[config.mk]
export PLATFORM = sky130hd
export DESIGN_NAME = rgb2gray_frame_ctrl
export DESIGN_NICKNAME = d
export VERILOG_FILES = /design/src/rtl/img_pkg.sv /design/src/rtl/rgb2gray_pixel.sv /design/src/rtl/rgb2gray_frame_ctrl.sv
export SDC_FILE = /design/constraint.sdc
export NUM_CORES = 1
export LEC_CHECK = 0
export ABC_AREA = 1
export CORE_AREA = 4 4 103 114
export CTS_BUF_LIST = sky130_fd_sc_hd__clkbuf_8
export CTS_CLUSTER_DIAMETER = 150
export DETAILED_ROUTE_END_ITERATION = 10
export DIE_AREA = 0 0 107 118
export GPL_ROUTABILITY_DRIVEN = 1
export GPL_TIMING_DRIVEN = 0
export PLACE_DENSITY = 0.82
export SETUP_SLACK_MARGIN = 0.3
export SYNTH_ARGS = -nofsm -noshare
export SYNTH_HDL_FRONTEND = slang
export SYNTH_HIERARCHICAL = 1
export SYNTH_SLANG_ARGS = --single-unit
[constraint.sdc]
create_clock -name clock -period 8.9 [get_ports clock]
set_input_delay 1.78 -clock clock [delete_from_list [all_inputs] [get_ports clock]]
set_output_delay 1.78 -clock clock [all_outputs]
set_load 0.03 [all_outputs]
[src/rtl/img_pkg.sv]
// Shared image geometry, RGB field layout, luma weights and frame-sequencer
// state encoding for the grayscale conversion path.
package img_pkg;

  localparam int IMG_WIDTH  = 220;
  localparam int IMG_HEIGHT = 220;
  localparam int N_PIXELS   = IMG_WIDTH * IMG_HEIGHT;

  localparam int R_MSB = 23;
  localparam int R_LSB = 16;
  localparam int G_MSB = 15;
  localparam int G_LSB = 8;
  localparam int B_MSB = 7;
  localparam int B_LSB = 0;

  // Weights total 256, so luma is simply the top byte of the weighted sum.
  localparam logic [15:0] COEF_R = 16'd77;
  localparam logic [15:0] COEF_G = 16'd150;
  localparam logic [15:0] COEF_B = 16'd29;

  typedef enum logic [1:0] {
    IDLE,
    RUN,
    DRAIN,
    DONE
  } state_t;

endpackage

[src/rtl/rgb2gray_pixel.sv]
// One RGB word in, registered 8-bit luma out; the enable lets a caller
// freeze the result (pause), and the block is shared with the live-video path.
module rgb2gray_pixel
  import img_pkg::*;
(
  input  logic        clock,
  input  logic        reset,
  input  logic        en,
  input  logic [23:0] rgb,
  output logic [7:0]  gray
);

  logic [15:0] sum;

  // The 16-bit sum peaks at 65280, so truncating to the top byte never overflows.
  assign sum = COEF_R * {8'd0, rgb[R_MSB:R_LSB]}
             + COEF_G * {8'd0, rgb[G_MSB:G_LSB]}
             + COEF_B * {8'd0, rgb[B_MSB:B_LSB]};

  always_ff @(posedge clock) begin
    if (reset) begin
      gray <= '0;
    end else if (en) begin
      gray <= sum[15:8];
    end
  end

endmodule

[src/rtl/rgb2gray_frame_ctrl.sv]
// Frame sequencer: streams every RGB pixel out of the source BRAM, converts it
// to gray and writes it to the destination BRAM, one pixel per unpaused cycle.
module rgb2gray_frame_ctrl
  import img_pkg::*;
#(
  parameter int IMG_WIDTH  = img_pkg::IMG_WIDTH,
  parameter int IMG_HEIGHT = img_pkg::IMG_HEIGHT,
  parameter int ADDR_BITS  = 16,
  parameter int RGB_WIDTH  = 24,
  parameter int GRAY_WIDTH = 8
) (
  input  logic                  clock,
  input  logic                  reset,
  input  logic                  start,
  input  logic                  pause,
  output logic                  busy,
  output logic                  done,
  output logic                  src_en,
  output logic [ADDR_BITS-1:0]  src_addr,
  input  logic [RGB_WIDTH-1:0]  src_rdata,
  output logic                  dst_en,
  output logic                  dst_we,
  output logic [ADDR_BITS-1:0]  dst_addr,
  output logic [GRAY_WIDTH-1:0] dst_wdata
);

  localparam int N = IMG_WIDTH * IMG_HEIGHT;
  localparam logic [ADDR_BITS-1:0] LAST_ADDR = ADDR_BITS'(N - 1);

  state_t               state;
  logic                 src_act;
  logic                 b_valid;
  logic [ADDR_BITS-1:0] b_addr;
  logic                 c_valid;

  // Pause and reset drop the BRAM strobes in the same cycle so a borrowed or
  // aborted frame never sees a stray access.
  assign src_en = src_act & ~pause & ~reset;
  assign dst_en = c_valid & ~pause & ~reset;
  assign dst_we = dst_en;

  rgb2gray_pixel u_pixel (
    .clock (clock),
    .reset (reset),
    .en    (b_valid & ~pause),
    .rgb   (src_rdata),
    .gray  (dst_wdata)
  );

  // Stage A issues the read, stage B sees BRAM data, stage C writes gray.
  always_ff @(posedge clock) begin
    if (reset) begin
      state    <= IDLE;
      busy     <= 1'b0;
      done     <= 1'b0;
      src_act  <= 1'b0;
      src_addr <= '0;
      b_valid  <= 1'b0;
      b_addr   <= '0;
      c_valid  <= 1'b0;
      dst_addr <= '0;
    end else begin
      done <= 1'b0;
      case (state)
        IDLE: begin
          if (start) begin
            state    <= RUN;
            busy     <= 1'b1;
            src_act  <= 1'b1;
            src_addr <= '0;
          end
        end
        RUN, DRAIN: begin
          if (!pause) begin
            b_valid  <= src_act;
            b_addr   <= src_addr;
            c_valid  <= b_valid;
            dst_addr <= b_addr;
            if (state == RUN) begin
              if (src_addr == LAST_ADDR) begin
                src_act <= 1'b0;
                state   <= DRAIN;
              end else begin
                src_addr <= src_addr + ADDR_BITS'(1);
              end
            end else if (!b_valid) begin
              // Stage C is doing the final write this cycle.
              state <= DONE;
              busy  <= 1'b0;
              done  <= 1'b1;
            end
          end
        end
        DONE: begin
          state <= IDLE;
        end
        default: begin
          state <= IDLE;
        end
      endcase
    end
  end

endmodule
Word-level counts from Yosys, hierarchy flattened:

Index checks and enable logic that the tools add are counted.
Widths: inputs -> output; s select.

* bits of input ports: 28
* flip-flop bits (word level): 63
* word-level logic and storage cells: 67
* output and inout port bits: 45

* $mul: 3
* reductions and logical operators: 9
* multiplexer cells: 21
* add/sub/neg operators: 3
* eq/ne operators: 13
* bitwise gates (word level): 8

Operators by type and width (count)
* $mux 16: 4
* $pmux 16 s2: 1
* $mul 7x8->15 const A: 2
* $add 15x16->16: 1
* $add 16x1->16 const B: 1
* $add 16x13->16: 1
* $eq 16x16->1 const B: 1
* $reduce_and 5->1: 3
* $ne 2x2->1 const B: 7
* $mul 5x8->13 const A: 1
* $mux 2: 5
* $mux 1: 8
* $ne 3x3->1 const B: 2
* $pmux 2 s3: 1
* $and 1x1->1: 5
* $eq 2x2->1 const B: 2
* $pmux 1 s2: 2
* $reduce_and 4->1: 1
* $reduce_or 4->1: 1
* $not 1->1: 3
* $eq 2x1->1 const B: 1
* $logic_not 2->1: 1
* $reduce_and 2->1: 1
* $reduce_bool 2->1: 1
* $reduce_or 2->1: 1

Logic depth before layout (Yosys ltp):

Gate-level depths: netlist of the first run.

* word-level depth: 5
* mapped depth: 29
* mapped depth without buffers: 29

Modules after synthesis:

The synthesis of the first run kept the hierarchy.

Modules (own cells, without submodules)
* rgb2gray_pixel: cells an instance 448, times used 1, seq. area each 160.2 µm², area an instance 3643.5 µm²
* rgb2gray_frame_ctrl: cells an instance 348, times used 1, seq. area each 1101.1 µm², area an instance 2493.6 µm²

Worst setup path after synthesis of the first run:

Ideal clock, no wire load.

* kind: input to register
* start point: in src_rdata[12]
* end point: reg u_pixel.gray[7]
* arrival time: 7039 ps
* setup slack: 1805 ps
* stages on the path: 29
* path buffers: 0
* setup time: 56 ps
* data required time: 8844 ps
* path through: ha_1 -> ha_1 -> inv_1 -> fa_1 -> fa_1 -> inv_1 -> ha_1 -> nand2_1 -> nand2_2 -> a31oi_1 -> xnor2_1 -> ha_1 -> fa_1 -> inv_1 -> fa_1 -> fa_1 -> inv_1 -> ha_1 -> nand2_1 -> inv_1 -> nand2_1 -> nand2_1 -> a21oi_1 -> nand2_2 -> inv_1 -> nand3_1 -> nand3_1 -> nand2_1 -> inv_1

* cells in the longest elaborated chain, start to end: 3

Ends and longest elaborated chain
* start: declaration: RTL line rgb2gray_frame_ctrl.sv:20 `input logic [RGB_WIDTH-1:0] src_rdata,`
* $mul 7x8->15: RTL line rgb2gray_pixel.sv:17 `+ COEF_G * {8'd0, rgb[G_MSB:G_LSB]}`
* $add 15x16->16: RTL line rgb2gray_pixel.sv:17
* $add 16x13->16: RTL line rgb2gray_pixel.sv:18 `+ COEF_B * {8'd0, rgb[B_MSB:B_LSB]};`
* end signal: assignment: RTL line rgb2gray_pixel.sv:24 `gray <= sum[15:8];`
* end: declaration: RTL line rgb2gray_pixel.sv:10 `output logic [7:0] gray`

No other way between the ends.
A chain may end at the register's enable or synchronous reset.

Worst setup path after layout of the first run:

* start point: in src_rdata[14]
* end point: reg u_pixel.gray[7]

Same word-level chain as after synthesis.

==> results of run 1 <==
## synthesized netlist by cell type, types with 8 or more instances
| library cell | count |
|---|---|
| dfxtp_1 | 63 |
| nand3_1 | 35 |
| nand2_2 | 13 |
| clkbuf_1 | 11 |
| nand4_1 | 9 |
| a21oi_1 | 37 |
| fa_1 | 55 |
| inv_1 | 145 |
| ha_1 | 89 |
| nand2_1 | 112 |
| o21ai_0 | 50 |
| nor2_1 | 111 |
| xor2_1 | 8 |
## stage by stage
stage               cells  area [um^2]
finish               1027         7230
CTS                  1027         7230
global placement     1011         7040
floorplan             796         6140
global route         1027         7230
detailed placement   1011         7040
## critical path: cells and delay by family
kind | cells | cell delay, ns
simple gates | 9 | 0.72
fa+ha+maj | 10 | 4.03
xor+xnor | 1 | 0.14
compound gates | 2 | 0.33
buf+inv | 8 | 0.91
## cells by family after synthesis
group	Yosys count	synth area share, %
AND/OR/NAND/NOR	297	20.7
buffers and inverters	165	10.5
adder cells (fa/ha/maj)	144	36.1
AO/OA/AOI/OAI	112	9.99
flip-flops	63	20.6
XOR/XNOR	15	2.14
## per-layer routing
layer | vias up | GRT usage (%)
li1 | 2672 | -
met1 | 2468 | 26.1
met2 | 135 | 41.9
met3 | 36 | 3.02
met4 | 0 | 8.87
met5 | - | 0
## state kept, by name, summed over array words and instances, names as in the netlist
register      cells
u_pixel/gray      8
busy              1
done              1
dst_addr         16
b_addr           16
c_valid           1
state             2
src_addr         16
src_act           1
b_valid           1
## worst max path at each step
stage,start,end,slack [ns],cells past startpoint
floorplan,src_rdata[12],u_pixel/gray[7]$_SDFFE_PP0P_,1.81,29
global placement,src_rdata[12],u_pixel/gray[6]$_SDFFE_PP0P_,0.95,25
detailed placement,src_rdata[14],u_pixel/gray[7]$_SDFFE_PP0P_,0.91,30
CTS,src_rdata[14],u_pixel/gray[1]$_SDFFE_PP0P_,1.26,24
global route,src_rdata[13],u_pixel/gray[7]$_SDFFE_PP0P_,0.89,28
finish,src_rdata[14],u_pixel/gray[7]$_SDFFE_PP0P_,1.27,30
## final cells by class
cell class | instances | area (um^2) | area share [%]
clock inverter | 6 | 60.1 | 0.830
inverter | 148 | 556 | 7.68
multi-input combinational | 568 | 4230 | 58.5
timing repair buffer | 72 | 721 | 9.96
clock buffer | 10 | 138 | 1.90
tap | 143 | 179 | 2.47
buffer | 17 | 91.3 | 1.26
sequential | 63 | 1260 | 17.4
==> flow_summary.toml, run 1 <==
[timing]
relSlewSlack_pct = 57.4
tightest_slew_ns = 0.639
whs_ns = 0.470
fin_worst_skew_ns = 0.00701
report.final.slew_viol_count = 0
fmax_ghz = 0.131
finalCritPeriodShare_pct = 85.7
setup_viol = 0
hold_viol_final = 0
rsz0062_at_grt = "no"
tns_ns = 0
finalCriticalPeriod_ns = 7.63
worst_slack_ns = 1.27

[finish]
syn_to_final_growth_pct = 17.9
n_fill_cell = 924
final_core_util_pct = 69.3
num-nets-final = 1051
antennaDiodeCount = 0
mostFrequentLayoutCell = "inv_1"
mostFrequentLayoutCells = "inv_1 (145), nand2_1 (112), nor2_1 (111), ha_1 (89), clkdlybuf4s50_1 (72)"
drive_gt1_share_pct = 6.33

[synthesis]
ys_seq_area_share_pct = 20.6
yosysWarnings = 6
yosysTopAreaCell = "dfxtp_1"
synth_top_cells_by_area = "dfxtp_1 (21%), ha_1 (18%), fa_1 (18%), inv_1 (8.9%), nand2_1 (6.9%)"
async_flop_share_pct = 0
syn_avg_cell_area_um2 = 7.71
ys_ff_latch = 63
synth_cells = 796
synth_edf_count = 0
synthFlopType = "dfxtp_1"
synth_area_mm2 = 0.00614
synth_top_area_share_pct = 20.6
syn_nets = 968
ys_types = 39

[worst_setup_path]
worst_r2r_path_depth = 10
cp-end-kind = "register"
crit-reg2reg-capture = "src_addr[12]$_SDFFE_PP0P_"
critPathKind = "in2reg"
r2r-start = "state[0]$_SDFFE_PP0P_"
start_kind = "input pin"
rrSetupSlack_ns = 6.79
cpPeakStageDelay_ns = 0.58
critical_path_arrival_ns = 7.92
critical-path-slowest-cell = "clkdlybuf4s50_1"
cp_common_cell = "inv_1"
required_ns = 9.19
cp_max_fo = 5

[clock_tree]
clock_sinks = 63
clock_latency_ns = 0.34
h-tree-depth = 3
clk_pin_slew_ns = 0.07
root_buffer = "clkbuf_8"
cts_buffers = 9
cts_setup_buffers = 0
holdBufCountCts = 0
cts_resized = 0
cts_tree = "yes"
clock_path_buffers = 2

[place]
port_buffers = 72
dpl.hpwl_mm = 11.3
gp_congestion = 0.927
place_ws_ns = 0.914

[floorplanning]
ios = 73
dieWidth_um = 107
rows = 39
die_y_um = 118
coreArea_mm2 = 0.0104
start_util_pct = 58.8
dieArea_mm2 = 0.0126

[global_routing]
grt_max_degree = 12
gr-total-overflow = 0
grt_use_total_pct = 22.7
grt_pass1_vias = 5295
grt_first_pass_wirelength_mm = 23.5
antenna_found_initial = 0

[drt]
ant_nets = 0
drtIter0Drc = 230
wl_met3_um = 605
top_layer = "met4"
wl_per_cell_um = 13.0
routed_wl_mm = 13.4
via_per_inst = 5.17
first_pass_iters = 5
wl_met2_mm = 7.10
wl_met1_mm = 5.29
vias = 5311
drcViolationCount = 0

[min_path]
holdPathStages = 1
min_to = "done$_SDFF_PP0_"
min_path_type = "reg2reg"
hp-start = "b_valid$_SDFFE_PP0P_"

[run_status]
outcome = "completed"

[job]
max-cap-violations = 0
Power of run 1 is not shown: default switching activity piles up to over one toggle a cycle in this logic, so the estimate is an artifact.
==> run 2, diff against run 1 <==
CORE_AREA = 4 4 102 114   (was 4 4 103 114)
DIE_AREA = 0 0 106 118   (was 0 0 107 118)
DONT_BUFFER_PORTS = 1   (was unset)
PLACE_DENSITY = 0.74   (was 0.82)
==> run 2 against run 1 <==
Effect of this change: core utilization decreased by 5.9 points; fmax increased by 8.7%; die area decreased by 0.93%; sequential share of layout area increased by 1.8 points; worst setup slack improved by 0.61 ns; design area decreased by 9.4%; critical path depth decreased by 1; critical path type unchanged.
==> flow_summary.toml, run 2 (same netlist as run 1, synthesis figures left out) <==
[timing]
hold_viol_final = 0
finalCriticalPeriod_ns = 7.02
finalCritPeriodShare_pct = 78.8
fmax_ghz = 0.143
setup_viol = 0
tns_ns = 0
tightest_slew_ns = 0.701
report.final.slew_viol_count = 0
rsz0062_at_grt = "no"
relSlewSlack_pct = 53.2
fin_worst_skew_ns = 0.0111

[global_routing]
grt_first_pass_wirelength_mm = 22.9
grt_pass1_vias = 5058
grt_use_total_pct = 22.5
antenna_found_initial = 0
gr-total-overflow = 0
grt_max_degree = 12

[clock_tree]
clock_latency_ns = 0.35
cts_setup_buffers = 0
clk_pin_slew_ns = 0.07
clock_sinks = 63
clock_path_buffers = 2
cts_tree = "yes"
root_buffer = "clkbuf_8"
cts_buffers = 9
h-tree-depth = 3
holdBufCountCts = 0
cts_resized = 0

[finish]
mostFrequentLayoutCells = "inv_1 (147), nand2_1 (112), nor2_1 (111), ha_1 (89), dfxtp_1 (63)"
drive_gt1_share_pct = 6.65
top_regs = "b_addr: 16 flops, dst_addr: 16 flops, src_addr: 16 flops"
antennaDiodeCount = 0
num-nets-final = 979
syn_to_final_growth_pct = 6.79
mostFrequentLayoutCell = "inv_1"

[floorplanning]
dieWidth_um = 106
ios = 73
start_util_pct = 59.3
rows = 39
dieArea_mm2 = 0.0125
coreArea_mm2 = 0.0103
die_y_um = 118

[worst_setup_path]
worst_r2r_path_depth = 10
cp_common_cell = "inv_1"
cpPeakStageDelay_ns = 0.54
rrSetupSlack_ns = 6.78
start_kind = "input pin"
required_ns = 9.19
critical_path_arrival_ns = 7.31
startpoint = "src_rdata[12]"
critical-path-slowest-cell = "fa_1"
critical_path.endpoint = "u_pixel/gray[7]$_SDFFE_PP0P_"
r2r-start = "src_addr[1]$_SDFFE_PP0P_"
cp_max_fo = 5
critPathKind = "in2reg"
crit-reg2reg-capture = "src_addr[3]$_SDFFE_PP0P_"
cp-end-kind = "register"

[job]
max-cap-violations = 0

[drt]
routed_wl_mm = 13.6
wl_per_cell_um = 14.2
drtIter0Drc = 172
first_pass_iters = 5
drcViolationCount = 0
via_per_inst = 5.22
vias = 4987
ant_nets = 0

[place]
port_buffers = 0
dpl.hpwl_mm = 11.6
gp_congestion = 0.927

[min_path]
min_path_type = "reg2reg"

[run_status]
outcome = "completed"
-- run 2: through the flow --
step                instance area, um^2  utilization (%)  setup slack, ns  instances  hold WS (ns)
floorplan                          6140                -             1.81        796         0.425
global placement                   6320             61.1             1.54        939         0.461
detailed placement                 6320             61.1             1.48        939         0.469
CTS                                6550             63.4             1.86        955         0.486
global route                       6550             63.4             1.51        955         0.523
finish                             6550             63.4             1.88        955         0.484
-- run 2: per-layer routing --
metal  share of wire (%)  track usage [%]  vias to the layer above  wire (um)
met2                  53             41.6                      115       7200
met4                 2.4             8.91                        0        329
li1                    -                -                     2534          -
met5                   0                0                        -          0
met1                  39             25.0                     2319       5330
met3                 5.2             4.72                       19        702
-- run 2: worst max-delay path, delay by kind of cell --
kind / cells / cell delay [ns]
xor gates and xnor gates: 1 / 0.15
AOI/OAI and AO/OA: 2 / 0.34
and+or+nand+nor: 9 / 0.69
buffers and inverters: 7 / 0.32
adders and majority gates: 10 / 4.04
-- run 2: worst min-delay path by stage --
stage	startpoint	endpoint	slack [ns]	depth (start not counted)
finish	b_addr[4]$_SDFFE_PP0P_	b_addr[4]$_SDFFE_PP0P_	0.48	2
detailed placement	b_addr[7]$_SDFFE_PP0P_	b_addr[7]$_SDFFE_PP0P_	0.47	2
CTS	b_addr[7]$_SDFFE_PP0P_	b_addr[7]$_SDFFE_PP0P_	0.49	2
global route	b_addr[1]$_SDFFE_PP0P_	b_addr[1]$_SDFFE_PP0P_	0.52	2
global placement	b_addr[15]$_SDFFE_PP0P_	b_addr[15]$_SDFFE_PP0P_	0.46	2
floorplan	b_valid$_SDFFE_PP0P_	done$_SDFF_PP0_	0.43	1
-- run 2: layout make-up --
cell class / instances / area (um^2)
Buffer: 17 / 91.3
Clock buffer: 9 / 124
Clock inverter: 7 / 114
Fill cell: 961 / 3790
Inverter: 148 / 556
Multi-Input combinational cell: 568 / 4230
Sequential cell: 63 / 1260
Tap cell: 143 / 179
Power of run 2 is left out for the same reason.
==> run 3, diff against run 2 <==
clock period = 6.95 ns   (was 8.9 ns; I/O delays follow)
==> run 3 against run 2 <==
Effect of this change: flip-flop and latch count is the same; sequential share of layout area is essentially flat; via count shrank 0.44%; critical path depth shrank 4; non-clock buffer count is the same; global-route usage shrank 0.37 points; clock skew shrank 0.0018 ns; largest cell class unchanged.
==> flow_summary.toml, run 3 (same netlist as run 1, synthesis figures left out) <==
[timing]
tightest_slew_ns = 0.655
rsz0062_at_grt = "yes"
finalCritPeriodShare_pct = 93.9
fin_worst_skew_ns = 0.00927
relSlewSlack_pct = 56.3
finalCriticalPeriod_ns = 6.52
hold_viol_final = 0
tns_ns = 0
fmax_ghz = 0.153
setup_viol = 0
report.final.slew_viol_count = 0

[drt]
wl_per_cell_um = 14.1
vias = 4965
drtIter0Drc = 174
first_pass_iters = 4
via_per_inst = 5.21
drcViolationCount = 0
ant_nets = 0
routed_wl_mm = 13.5

[clock_tree]
clk_pin_slew_ns = 0.07
cts_tree = "yes"
h-tree-depth = 3
cts_buffers = 9
root_buffer = "clkbuf_8"
clock_sinks = 63
clock_latency_ns = 0.35
holdBufCountCts = 0
cts_setup_buffers = 0
clock_path_buffers = 2
cts_resized = 0

[worst_setup_path]
critical_path_arrival_ns = 6.77
critPathKind = "in2reg"
required_ns = 7.19
start_kind = "input pin"
cp-end-kind = "register"
cp_max_fo = 5

[place]
dpl.hpwl_mm = 11.4
port_buffers = 0
gp_congestion = 0.931

[finish]
antennaDiodeCount = 0
top_regs = "b_addr: 16 flops, dst_addr: 16 flops, src_addr: 16 flops"
mostFrequentLayoutCell = "inv_1"
drive_gt1_share_pct = 8.15
mostFrequentLayoutCells = "inv_1 (145), nand2_1 (111), nor2_1 (111), ha_1 (84), dfxtp_1 (63)"
num-nets-final = 979
syn_to_final_growth_pct = 6.83

[floorplanning]
dieArea_mm2 = 0.0125
rows = 39
dieWidth_um = 106
coreArea_mm2 = 0.0103
start_util_pct = 59.3
die_y_um = 118
ios = 73

[global_routing]
grt_first_pass_wirelength_mm = 22.7
grt_max_degree = 11
grt_pass1_vias = 4977
grt_use_total_pct = 22.2
antenna_found_initial = 0
gr-total-overflow = 0

[job]
max-cap-violations = 0

[run_status]
outcome = "completed"

[min_path]
min_path_type = "reg2reg"
-- run 3: cell types whose count changed in the layout (fill, tap and decap cells not counted), sizes merged --
cell / before / now
bufinv: 3 / 0
clkbuf: 22 / 23
clkinv: 1 / 4
clkinvlp: 1 / 0
inv: 150 / 148
-- run 3: per-stage QoR --
| stage | hold WS (ns) | setup WS [ns] | utilization (%) | instance area (um^2) | std cells |
|---|---|---|---|---|---|
| 2_1_floorplan | 0.425 | 0.332 | - | 6150 | 796 |
| 3_3_place_gp | 0.460 | 0.0859 | 61.2 | 6330 | 939 |
| 3_5_place_dp | 0.472 | -0.00692 | 61.2 | 6330 | 939 |
| 4_1_cts | 0.487 | 0.363 | 62.7 | 6490 | 953 |
| 5_1_grt | 0.511 | 0.203 | 63.4 | 6560 | 953 |
| 6_report | 0.488 | 0.427 | 63.4 | 6560 | 953 |
-- run 3: critical path, stage by stage --
cell and delay (ns):
ha_1 0.28, ha_1 0.27, inv_1 0.05, fa_1 0.49, fa_1 0.52, inv_1 0.07
ha_4 0.27, nand2_1 0.07, nand2_2 0.06, a31oi_2 0.15, xnor2_1 0.16, ha_1 0.28
fa_1 0.52, inv_1 0.05, fa_1 0.47, fa_1 0.55, inv_1 0.07, ha_4 0.26
a21oi_1 0.25, o21a_1 0.15, nand3_1 0.10, nand2_1 0.07, nand2_1 0.04, o21ai_0 0.13
inv_1 0.05
-- run 3: path summary, 6_finish.rpt --
path	slack, ns	start	depth (start not counted)	end
max	0.43	src_rdata[12]	25	u_pixel/gray[4]$_SDFFE_PP0P_
max reg2reg	4.83	src_addr[1]$_SDFFE_PP0P_	10	src_addr[8]$_SDFFE_PP0P_
min	0.49	b_addr[2]$_SDFFE_PP0P_	2	b_addr[2]$_SDFFE_PP0P_
min reg2reg	0.49	b_addr[2]$_SDFFE_PP0P_	2	b_addr[2]$_SDFFE_PP0P_
-- run 3: layout make-up --
cell class,count,area (um^2)
tap,143,179
multi-input combinational,568,4310
inverter,148,556
buffer,17,91.3
sequential,63,1260
fill,925,3790
clock buffer,10,138
clock inverter,4,23.8
-- run 3: per-layer routing --
metal	wire (um)	share of wire, %	GRT usage (%)	up-vias
li1	-	-	-	2525
met1	5270	39	24.6	2286
met2	6980	52	40.6	125
met3	810	6.0	5.21	29
met4	393	2.9	8.58	0
met5	0	0	0	-
Power of run 3 is left out for the same reason.
